<file path="src/rtl/ship_motion_ctrl_if.sv">
// rtl/ship_motion_ctrl_if.sv - keyboard-in / ship-state-out bundle for the ship motion stage
//
// Purpose: groups the per-frame key inputs and the ship state outputs of
// ship_motion_ctrl into one bundle.
// Signals:
//   keycode   [7:0]   current USB keycode (driven by master)
//   moving            sticky "game started" flag (driven by master)
//   ship_x    [WB-1:0] world X (driven by slave)
//   ship_y    [WB-1:0] world Y, 0 is the top edge (driven by slave)
//   heading   [2:0]   0=N .. 7=NW, clockwise (driven by slave)
//   speed     [3:0]   pixels/frame per axis (driven by slave)
//   thrusting         high while accelerating (driven by slave)
// Modports: master = keyboard/latch side, slave = motion controller.

interface ship_motion_ctrl_if #(
  parameter int WB = 10
);
  logic [7:0]    keycode;
  logic          moving;
  logic [WB-1:0] ship_x;
  logic [WB-1:0] ship_y;
  logic [2:0]    heading;
  logic [3:0]    speed;
  logic          thrusting;

  modport master (
    output keycode, moving,
    input  ship_x, ship_y, heading, speed, thrusting
  );

  modport slave (
    input  keycode, moving,
    output ship_x, ship_y, heading, speed, thrusting
  );
endinterface

</file>
<file path="src/rtl/ship_motion_ctrl.sv">
// rtl/ship_motion_ctrl.sv - player ship heading/speed/wrapped-position stage
//
// Purpose: once per frame_clk, turns the raw keycode and the latched moving
// flag into the ship heading, speed and wrapped world position.
// Keys: 0x04 rotate CCW, 0x07 rotate CW, 0x1A thrust, 0x16 brake.
// Ports:
//   frame_clk  in   frame-rate clock, all state changes on its rising edge
//   Reset      in   asynchronous, active-high reset
//   bus        slave modport of ship_motion_ctrl_if
//                (keycode, moving in; ship_x, ship_y, heading, speed,
//                 thrusting out, all registered)

module ship_motion_ctrl #(
  parameter int WB           = 10,
  parameter int START_X      = 512,
  parameter int START_Y      = 512,
  parameter int MAX_SPEED    = 4,
  parameter int ACCEL_FRAMES = 4,
  parameter int BRAKE_FRAMES = 2,
  parameter int DECEL_FRAMES = 8,
  parameter int TURN_FRAMES  = 6
) (
  input  logic                 frame_clk,
  input  logic                 Reset,
  ship_motion_ctrl_if.slave    bus
);

  localparam logic [7:0] KEY_CCW    = 8'h04;
  localparam logic [7:0] KEY_CW     = 8'h07;
  localparam logic [7:0] KEY_THRUST = 8'h1A;
  localparam logic [7:0] KEY_BRAKE  = 8'h16;

  typedef enum logic [1:0] {
    HALT  = 2'd0,
    COAST = 2'd1,
    ACCEL = 2'd2,
    BRAKE = 2'd3
  } state_t;

  state_t        state;
  logic [WB-1:0] ship_x_q;
  logic [WB-1:0] ship_y_q;
  logic [2:0]    heading_q;
  logic [3:0]    speed_q;
  logic          thrusting_q;
  logic [7:0]    rate_cnt;
  logic [7:0]    turn_cnt;

  // Combinational helpers for the next edge
  state_t        req_state;
  logic [7:0]    rate_last;
  logic [3:0]    spd_inc;
  logic [3:0]    spd_dec;
  logic          turn_key;
  logic [2:0]    heading_turned;
  logic [WB-1:0] spd_ext;
  logic [WB-1:0] next_x;
  logic [WB-1:0] next_y;
  logic          go_east;
  logic          go_west;
  logic          go_north;
  logic          go_south;

  always_comb begin
    req_state = COAST;
    if (bus.keycode == KEY_THRUST) begin
      req_state = ACCEL;
    end else if (bus.keycode == KEY_BRAKE) begin
      req_state = BRAKE;
    end

    // Rate period follows the state we are in now, not the requested one.
    case (state)
      ACCEL:   rate_last = 8'(ACCEL_FRAMES - 1);
      BRAKE:   rate_last = 8'(BRAKE_FRAMES - 1);
      default: rate_last = 8'(DECEL_FRAMES - 1);
    endcase

    spd_inc = (speed_q >= 4'(MAX_SPEED)) ? 4'(MAX_SPEED) : speed_q + 4'd1;
    // Floor of 1 keeps the ship drifting whenever it is in flight.
    spd_dec = (speed_q <= 4'd1) ? 4'd1 : speed_q - 4'd1;

    turn_key       = (bus.keycode == KEY_CCW) || (bus.keycode == KEY_CW);
    heading_turned = (bus.keycode == KEY_CW) ? heading_q + 3'd1 : heading_q - 3'd1;

    go_east  = (heading_q == 3'd1) || (heading_q == 3'd2) || (heading_q == 3'd3);
    go_west  = (heading_q == 3'd5) || (heading_q == 3'd6) || (heading_q == 3'd7);
    go_north = (heading_q == 3'd7) || (heading_q == 3'd0) || (heading_q == 3'd1);
    go_south = (heading_q == 3'd3) || (heading_q == 3'd4) || (heading_q == 3'd5);

    // WB-bit add/subtract wraps the world for free.
    spd_ext = WB'(speed_q);
    next_x  = ship_x_q;
    next_y  = ship_y_q;
    if (go_east) begin
      next_x = ship_x_q + spd_ext;
    end else if (go_west) begin
      next_x = ship_x_q - spd_ext;
    end
    if (go_south) begin
      next_y = ship_y_q + spd_ext;
    end else if (go_north) begin
      next_y = ship_y_q - spd_ext;
    end
  end

  always_ff @(posedge frame_clk or posedge Reset) begin
    if (Reset) begin
      state       <= HALT;
      ship_x_q    <= WB'(START_X);
      ship_y_q    <= WB'(START_Y);
      heading_q   <= 3'd0;
      speed_q     <= 4'd0;
      thrusting_q <= 1'b0;
      rate_cnt    <= 8'd0;
      turn_cnt    <= 8'd0;
    end else begin
      case (state)
        HALT: begin
          if (bus.moving) begin
            state    <= COAST;
            speed_q  <= 4'd1;
            rate_cnt <= 8'd0;
          end
          thrusting_q <= 1'b0;
        end
        default: begin
          if (!bus.moving) begin
            // Heading and position are kept; only motion stops.
            state       <= HALT;
            speed_q     <= 4'd0;
            rate_cnt    <= 8'd0;
            thrusting_q <= 1'b0;
          end else begin
            state       <= req_state;
            thrusting_q <= (req_state == ACCEL);

            if (rate_cnt == rate_last) begin
              rate_cnt <= 8'd0;
              speed_q  <= (state == ACCEL) ? spd_inc : spd_dec;
            end else begin
              rate_cnt <= rate_cnt + 8'd1;
            end
            // A state change restarts the rate period (overrides the above).
            if (req_state != state) begin
              rate_cnt <= 8'd0;
            end

            if (turn_key) begin
              if (turn_cnt == 8'd0) begin
                heading_q <= heading_turned;
                turn_cnt  <= 8'(TURN_FRAMES - 1);
              end else begin
                turn_cnt <= turn_cnt - 8'd1;
              end
            end else begin
              // Releasing the key rearms so the next press turns immediately.
              turn_cnt <= 8'd0;
            end

            ship_x_q <= next_x;
            ship_y_q <= next_y;
          end
        end
      endcase
    end
  end

  assign bus.ship_x    = ship_x_q;
  assign bus.ship_y    = ship_y_q;
  assign bus.heading   = heading_q;
  assign bus.speed     = speed_q;
  assign bus.thrusting = thrusting_q;

endmodule

</file>
<file path="src/flat_wrapper.sv">
// flat-port wrapper written by rule: the top's interface ports become plain ports
module ship_motion_ctrl_flat 
#(
  parameter int WB           = 10,
  parameter int START_X      = 512,
  parameter int START_Y      = 512,
  parameter int MAX_SPEED    = 4,
  parameter int ACCEL_FRAMES = 4,
  parameter int BRAKE_FRAMES = 2,
  parameter int DECEL_FRAMES = 8,
  parameter int TURN_FRAMES  = 6
)
  (frame_clk, Reset, bus_keycode, bus_moving, bus_ship_x, bus_ship_y, bus_heading, bus_speed, bus_thrusting);
  ship_motion_ctrl_if #(.WB(WB)) bus_i ();
  input  logic frame_clk;
  input  logic Reset;
  input wire logic [$bits(bus_i.keycode)-1:0] bus_keycode;
  input wire logic [$bits(bus_i.moving)-1:0] bus_moving;
  output wire logic [$bits(bus_i.ship_x)-1:0] bus_ship_x;
  output wire logic [$bits(bus_i.ship_y)-1:0] bus_ship_y;
  output wire logic [$bits(bus_i.heading)-1:0] bus_heading;
  output wire logic [$bits(bus_i.speed)-1:0] bus_speed;
  output wire logic [$bits(bus_i.thrusting)-1:0] bus_thrusting;
  assign bus_i.keycode = bus_keycode;
  assign bus_i.moving = bus_moving;
  assign bus_ship_x = bus_i.ship_x;
  assign bus_ship_y = bus_i.ship_y;
  assign bus_heading = bus_i.heading;
  assign bus_speed = bus_i.speed;
  assign bus_thrusting = bus_i.thrusting;
  ship_motion_ctrl #(.WB(WB), .START_X(START_X), .START_Y(START_Y), .MAX_SPEED(MAX_SPEED), .ACCEL_FRAMES(ACCEL_FRAMES), .BRAKE_FRAMES(BRAKE_FRAMES), .DECEL_FRAMES(DECEL_FRAMES), .TURN_FRAMES(TURN_FRAMES)) u_core (.frame_clk(frame_clk), .Reset(Reset), .bus(bus_i));
endmodule
</file>
<file path="config.mk">
export PLATFORM = sky130hd
export DESIGN_NAME = ship_motion_ctrl_flat
export DESIGN_NICKNAME = d
export VERILOG_FILES = /design/src/rtl/ship_motion_ctrl_if.sv /design/src/rtl/ship_motion_ctrl.sv /design/src/flat_wrapper.sv
export SDC_FILE = /design/constraint.sdc
export NUM_CORES = 1
export LEC_CHECK = 0
export ABC_AREA = 1
export ABC_CLOCK_PERIOD_IN_PS = 3100
export BUFFER_PORTS_ARGS = -buffer_cell sky130_fd_sc_hd__buf_2
export CORE_ASPECT_RATIO = 0.8
export CORE_MARGIN = 2
export CORE_UTILIZATION = 51
export CTS_CLUSTER_DIAMETER = 100
export CTS_CLUSTER_SIZE = 20
export DETAILED_ROUTE_END_ITERATION = 6
export GPL_TIMING_DRIVEN = 0
export PLACE_DENSITY = 0.71
export SLEW_MARGIN = 5
export SYNTH_ARGS = -nofsm -noshare
export SYNTH_HDL_FRONTEND = slang
export SYNTH_SLANG_ARGS = --single-unit
</file>
<file path="constraint.sdc">
create_clock -name frame_clk -period 3.1 [get_ports frame_clk]
set_clock_uncertainty 0.15 [all_clocks]
set_input_delay 0.62 -clock frame_clk [delete_from_list [all_inputs] [get_ports frame_clk]]
set_output_delay 0.62 -clock frame_clk [all_outputs]
set_load 0.01 [all_outputs]
</file>
[Word-level counts from Yosys, hierarchy flattened]
Cells that the tools add are included.
Operators by class
  mux-type cells: 27
  $add $sub $neg: 10
  eq/ne operators: 18
  reduce and logical (&&, ||, !) cells: 19
  bitwise logic cells: 1
  order comparisons: 2
Operators with widths (number)
  $mux 8: 7
  $mux 10: 4
  $mux 4: 7
  $add 10x4->10: 2
  $sub 10x4->10: 2
  $eq 8x3->1 const B: 2
  $eq 8x5->1 const B: 2
  $eq 3x3->1 const B: 4
  $mux 2: 5
  $logic_or 1x1->1: 9
  $add 8x1->8 const B: 1
  $eq 8x3->1: 1
  $logic_not 8->1: 1
  $sub 8x1->8 const B: 1
  $eq 2x2->1 const B: 3
  $eq 3x2->1 const B: 2
  $pmux 3 s2: 1
  $reduce_and 3->1: 2
  $add 4x1->4 const B: 1
  $ge 4x3->1 const B: 1
  $le 4x1->1 const B: 1
  $reduce_and 2->1: 2
  $reduce_and 4->1: 1
  $reduce_bool 2->1: 2
  12 further kinds: 13
Storage, ports and cells
  logic and storage cells: 85
  output and inout port bits: 28
  flip-flop bits (word level): 46
  input port bits: 11

[Depth between registers and ports, before layout]
  depth after elaboration: 7
  mapped depth: 20
  gate-level depth less buffers: 20

[Least setup slack after synthesis]
OpenSTA, ideal clock, no wires.
  path type: flip-flop to flip-flop
  start point: register u_core.heading_q[0] (netlist: u_core.bus.heading[0])
  end point: register u_core.ship_y_q[8] (netlist: u_core.bus.ship_y[8])
  required time: 2.832 ns
  period minus slack after synthesis: 2.756 ns
  cell stages (with the launch flop): 16
  data arrival time: 2.489 ns
  path buffers: 0
  slack: 0.344 ns
  library setup time: 0.118 ns
  cell sequence: dfrtp_1 inv_1 ha_1 nor2_1 nand2_1 nand2_1 inv_1 o21ai_0 inv_1 fa_1 o21ai_0 nand3_1 nand2_1 nand2_1 nand3_1 nand2_1
On the way
  cells in the longest elaborated chain, start to end: 5
  elaborated cells between the ends (all ways): 13
  classes of those cells: 5 x eq/ne; 1 x mux; 7 x reduce/logical
RTL lines
  start: declaration: RTL line ship_motion_ctrl.sv:43  | logic [2:0] heading_q;
  start signal: assignment: RTL line ship_motion_ctrl.sv:151  | heading_q <= heading_turned;
  $eq 3x2->1, or another cell as far along: RTL line ship_motion_ctrl.sv:89  | go_south = (heading_q == 3'd3) || (heading_q == 3'd4) || (heading_q == 3'd5);
  $logic_or 1x1->1, on equally long branches (2 in series): RTL line ship_motion_ctrl.sv:89, ship_motion_ctrl.sv:88
  $reduce_bool 2->1 (no line)
  $reduce_and 3->1 (no line)
  end signal: assignment: RTL line ship_motion_ctrl.sv:111  | ship_y_q <= WB'(START_Y);
  end signal: assignment: RTL line ship_motion_ctrl.sv:162  | ship_y_q <= next_y;
  end: declaration: RTL line ship_motion_ctrl.sv:42  | logic [WB-1:0] ship_y_q;
Several ways; a longest one is shown, not always the timed one.
A chain may end at the register's enable or synchronous reset.

[Worst setup path after layout]
  start point: register u_core.heading_q[1] (netlist: u_core.bus.heading[1])
  end point: register u_core.ship_x_q[6] (netlist: u_core.bus.ship_x[6])
On the way
  cells in the longest elaborated chain, start to end: 5
  elaborated cells between the ends (all ways): 13
  classes of those cells: 6 x eq/ne; 1 x mux; 6 x reduce/logical
RTL lines
  $eq 3x3->1, or another cell as far along: RTL line ship_motion_ctrl.sv:87  | go_west = (heading_q == 3'd5) || (heading_q == 3'd6) || (heading_q == 3'd7);
  $logic_or 1x1->1, on equally long branches (2 in series): RTL line ship_motion_ctrl.sv:87, ship_motion_ctrl.sv:86
  $reduce_bool 2->1 (no line)
  $reduce_and 3->1 (no line)
  end signal: assignment: RTL line ship_motion_ctrl.sv:110  | ship_x_q <= WB'(START_X);
  end signal: assignment: RTL line ship_motion_ctrl.sv:161  | ship_x_q <= next_x;
  end: declaration: RTL line ship_motion_ctrl.sv:41  | logic [WB-1:0] ship_x_q;
Several ways; a longest one is shown, not always the timed one.

==> metrics.txt <==
Residual DRC 0; status finished clean; GRT Util Overall 0.201; Final Hold Fails 0; mapped cell area 3610 sq um; CTS tree yes; clock tree buffer depth 2; sequential cell area fraction in the yosys report 0.320; Initial Utilization 0.526; die width 98.0 microns; Synth top area share 0.305; largest net degree at the start of global routing 33; crit path max fanout 8; CP required 3.14 ns; Pre-antenna DRT Iters 4; Setup TNS Final 0 ns; antenna violations before repair 0; DR WL/cell 11.3 microns; Synth Net Count 573; vias in the first global route 2,905; Total Die Area 7760 sq um; initial DRC count 129; Routed Antenna Nets 0; hold crit path type in2async; crit path DAT 2.80 ns; largest area contributor in the netlist dfrtp_1; number of H-tree levels 2; area grow syn2layout 12.3%; core footprint 6860 sq um; Post-Route WL 7530 microns; Port Buffers 38; final setup violating endpoints 0; row cnt 27; ratio of cells with drive above 1 in the final layout 0.121; fin cells 664; leak pwr 2.34 nW; Post-DP HPWL 6010 microns; Clock Pin Slew Worst Setup and Hold Paths 0.10 ns; Period minus WS final 2.76 ns; number of synthesized flops with an enable pin 0; nets 619; unrepaired setup endpoints after global routing false; final worst path period share 0.890; WHS 0.113 ns; Synth Flop Type dfrtp_1; diodes inserted 0; clk sink count 46; CTS root buffer clkbuf_8; global-route wire length before repair 13,000 microns; synth unique cells 35; crit path launch type register; #FFs+latches synth 46; Worst-Margin Slew 0.531 ns; Max-Cap Viols 0; VDD IR max 0.000270 V; Syn Inst Count 530; Ys Warns 0; cell with the largest stage delay on the worst path fa_1; syn avg cell area 6.80 sq um; drt via density 4.89; cell with the most instances after synthesis nand2_1; via count 3,246; ys async rst share 1.00; post-CTS setup buffers 0; hold bufs inserted after CTS 0; DP Cell Count 656; Max Slew Vio Count 0; Crit. End Element register; Inserted Clock Buffers 5; fmax 0.363 GHz; Die Y 79.2 microns; total gr overflow 0; I/O pins 39; Clock Latency Late Sink 0.30 ns; slowest cell delay on critical path 0.47 ns; worst-path cell chain inv_1, ha_1, o21ai_2, nand2_2, nand2_1, o21ai_0, fa_1, nand3_1, nand3_1, a21oi_1, nor2_1, o21ai_0, nand2_1; Worst slew margin 0.645; commonest cells in the netlist nand2_1 (170), inv_1 (88), dfrtp_1 (44); Synth area leaders dfrtp_1 (31%), nand2_1 (18%), ha_1 (10%); RD Place Congestion 0.888; Crit Path Class reg2reg; power density over the cells 649 nW/um^2
[worst paths after layout]
path,from,endpoint,slack (ns),cells past startpoint
min in group frame_clk,u_core.rate_cnt[7],u_core.rate_cnt[7],0.35,2
setup / recovery,u_core.bus.heading[1],u_core.bus.ship_x[6],0.34,13
setup reg to reg,u_core.bus.heading[1],u_core.bus.ship_x[6],0.34,13
hold / removal,Reset,u_core.bus.ship_x[0],0.11,2
hold reg to reg,u_core.rate_cnt[7],u_core.rate_cnt[7],0.35,2
max in group asynchronous,Reset,u_core.bus.ship_y[9],2.13,3
[critical path, delay by kind of cell (launching register included)]
| kind | cells | cell delay [ns] |
|---|---|---|
| fa+ha+maj | 2 | 0.69 |
| simple gates | 6 | 0.56 |
| flops | 1 | 0.45 |
| buf+inv | 1 | 0.09 |
| compound gates | 4 | 0.72 |
[cell usage in the layout, fill, tap and decap left out, drive strengths merged]
master / n
nor3: 4
nand3b: 5
or2: 3
and2: 1
clkbuf: 7
o22ai: 2
inv: 91
a31oi: 1
nand4: 5
fa: 2
o21bai: 3
nand3: 44
xor2: 10
a21o: 1
a21oi: 19
buf: 42
nand2: 171
ha: 30
nor3b: 2
bufinv: 1
dfstp: 2
nor2: 45
xnor2: 7
o21ai: 33
dfrtp: 44
clkinvlp: 1
o211ai: 1
[power breakdown]
group	switching [mW]	total, mW	internal [mW]
combinational	0.776	1.30	0.526
clock	0.210	0.451	0.241
sequential	0.133	0.875	0.742
[registers in the layout (all words and copies together) (netlist names)]
register	flops
u_core.bus.heading	3
u_core.bus.ship_x	10
u_core.bus.ship_y	10
u_core.bus.speed	4
u_core.bus.thrusting	1
u_core.rate_cnt	8
u_core.state	2
u_core.turn_cnt	8
[cell families (layout without fill, tap and decap cells)]
logic type	count (synthesis)	after routing	share of synthesized area
compound gates	60	60	0.0899
xor+xnor	17	17	0.0413
fa+ha+maj	32	32	0.115
buf+inv	95	142	0.102
flops	46	46	0.320
simple gates	280	280	0.331
[layer usage]
metal  GRT usage  vias to the layer above  wire, microns
met5           0                        -              0
met4      0.0375                        0             42
met3      0.0317                        5            282
met2       0.337                       57           3330
met1       0.278                     1423           3870
li1            -                     1761              -
[cell type report]
cell class | count | area (sq um)
clock inverters | 2 | 37.5
inverters | 91 | 342
repair buffers | 39 | 210
clock buffers | 6 | 72.6
fillers | 660 | 2810
plain buffers | 4 | 27.5
multi-input cells | 389 | 2100
flip-flops and latches | 46 | 1150
well taps | 87 | 109
[per-stage QoR]
stage | utilization | worst slack [ns] | instance area (sq um) | total power [mW]
6_report | 0.590 | 0.342 | 4050 | 2.63
5_1_grt | 0.590 | 0.0258 | 4050 | 2.90
4_1_cts | 0.588 | 0.0417 | 4040 | 2.65
3_5_place_dp | 0.572 | -0.0222 | 3930 | 2.18
3_3_place_gp | 0.569 | 0.0196 | 3910 | 2.14
2_1_floorplan | - | 0.344 | 3610 | 1.84
[timing repair]
| action | in CTS | in global routing |
|---|---|---|
| gates resized for setup | 1 | 7 |
| pin swaps | 0 | 0 |
| hold endpoints to repair | 0 | 0 |
| setup endpoints to repair | 2 | 7 |
No activity file was read; power rests on OpenSTA's default activity.
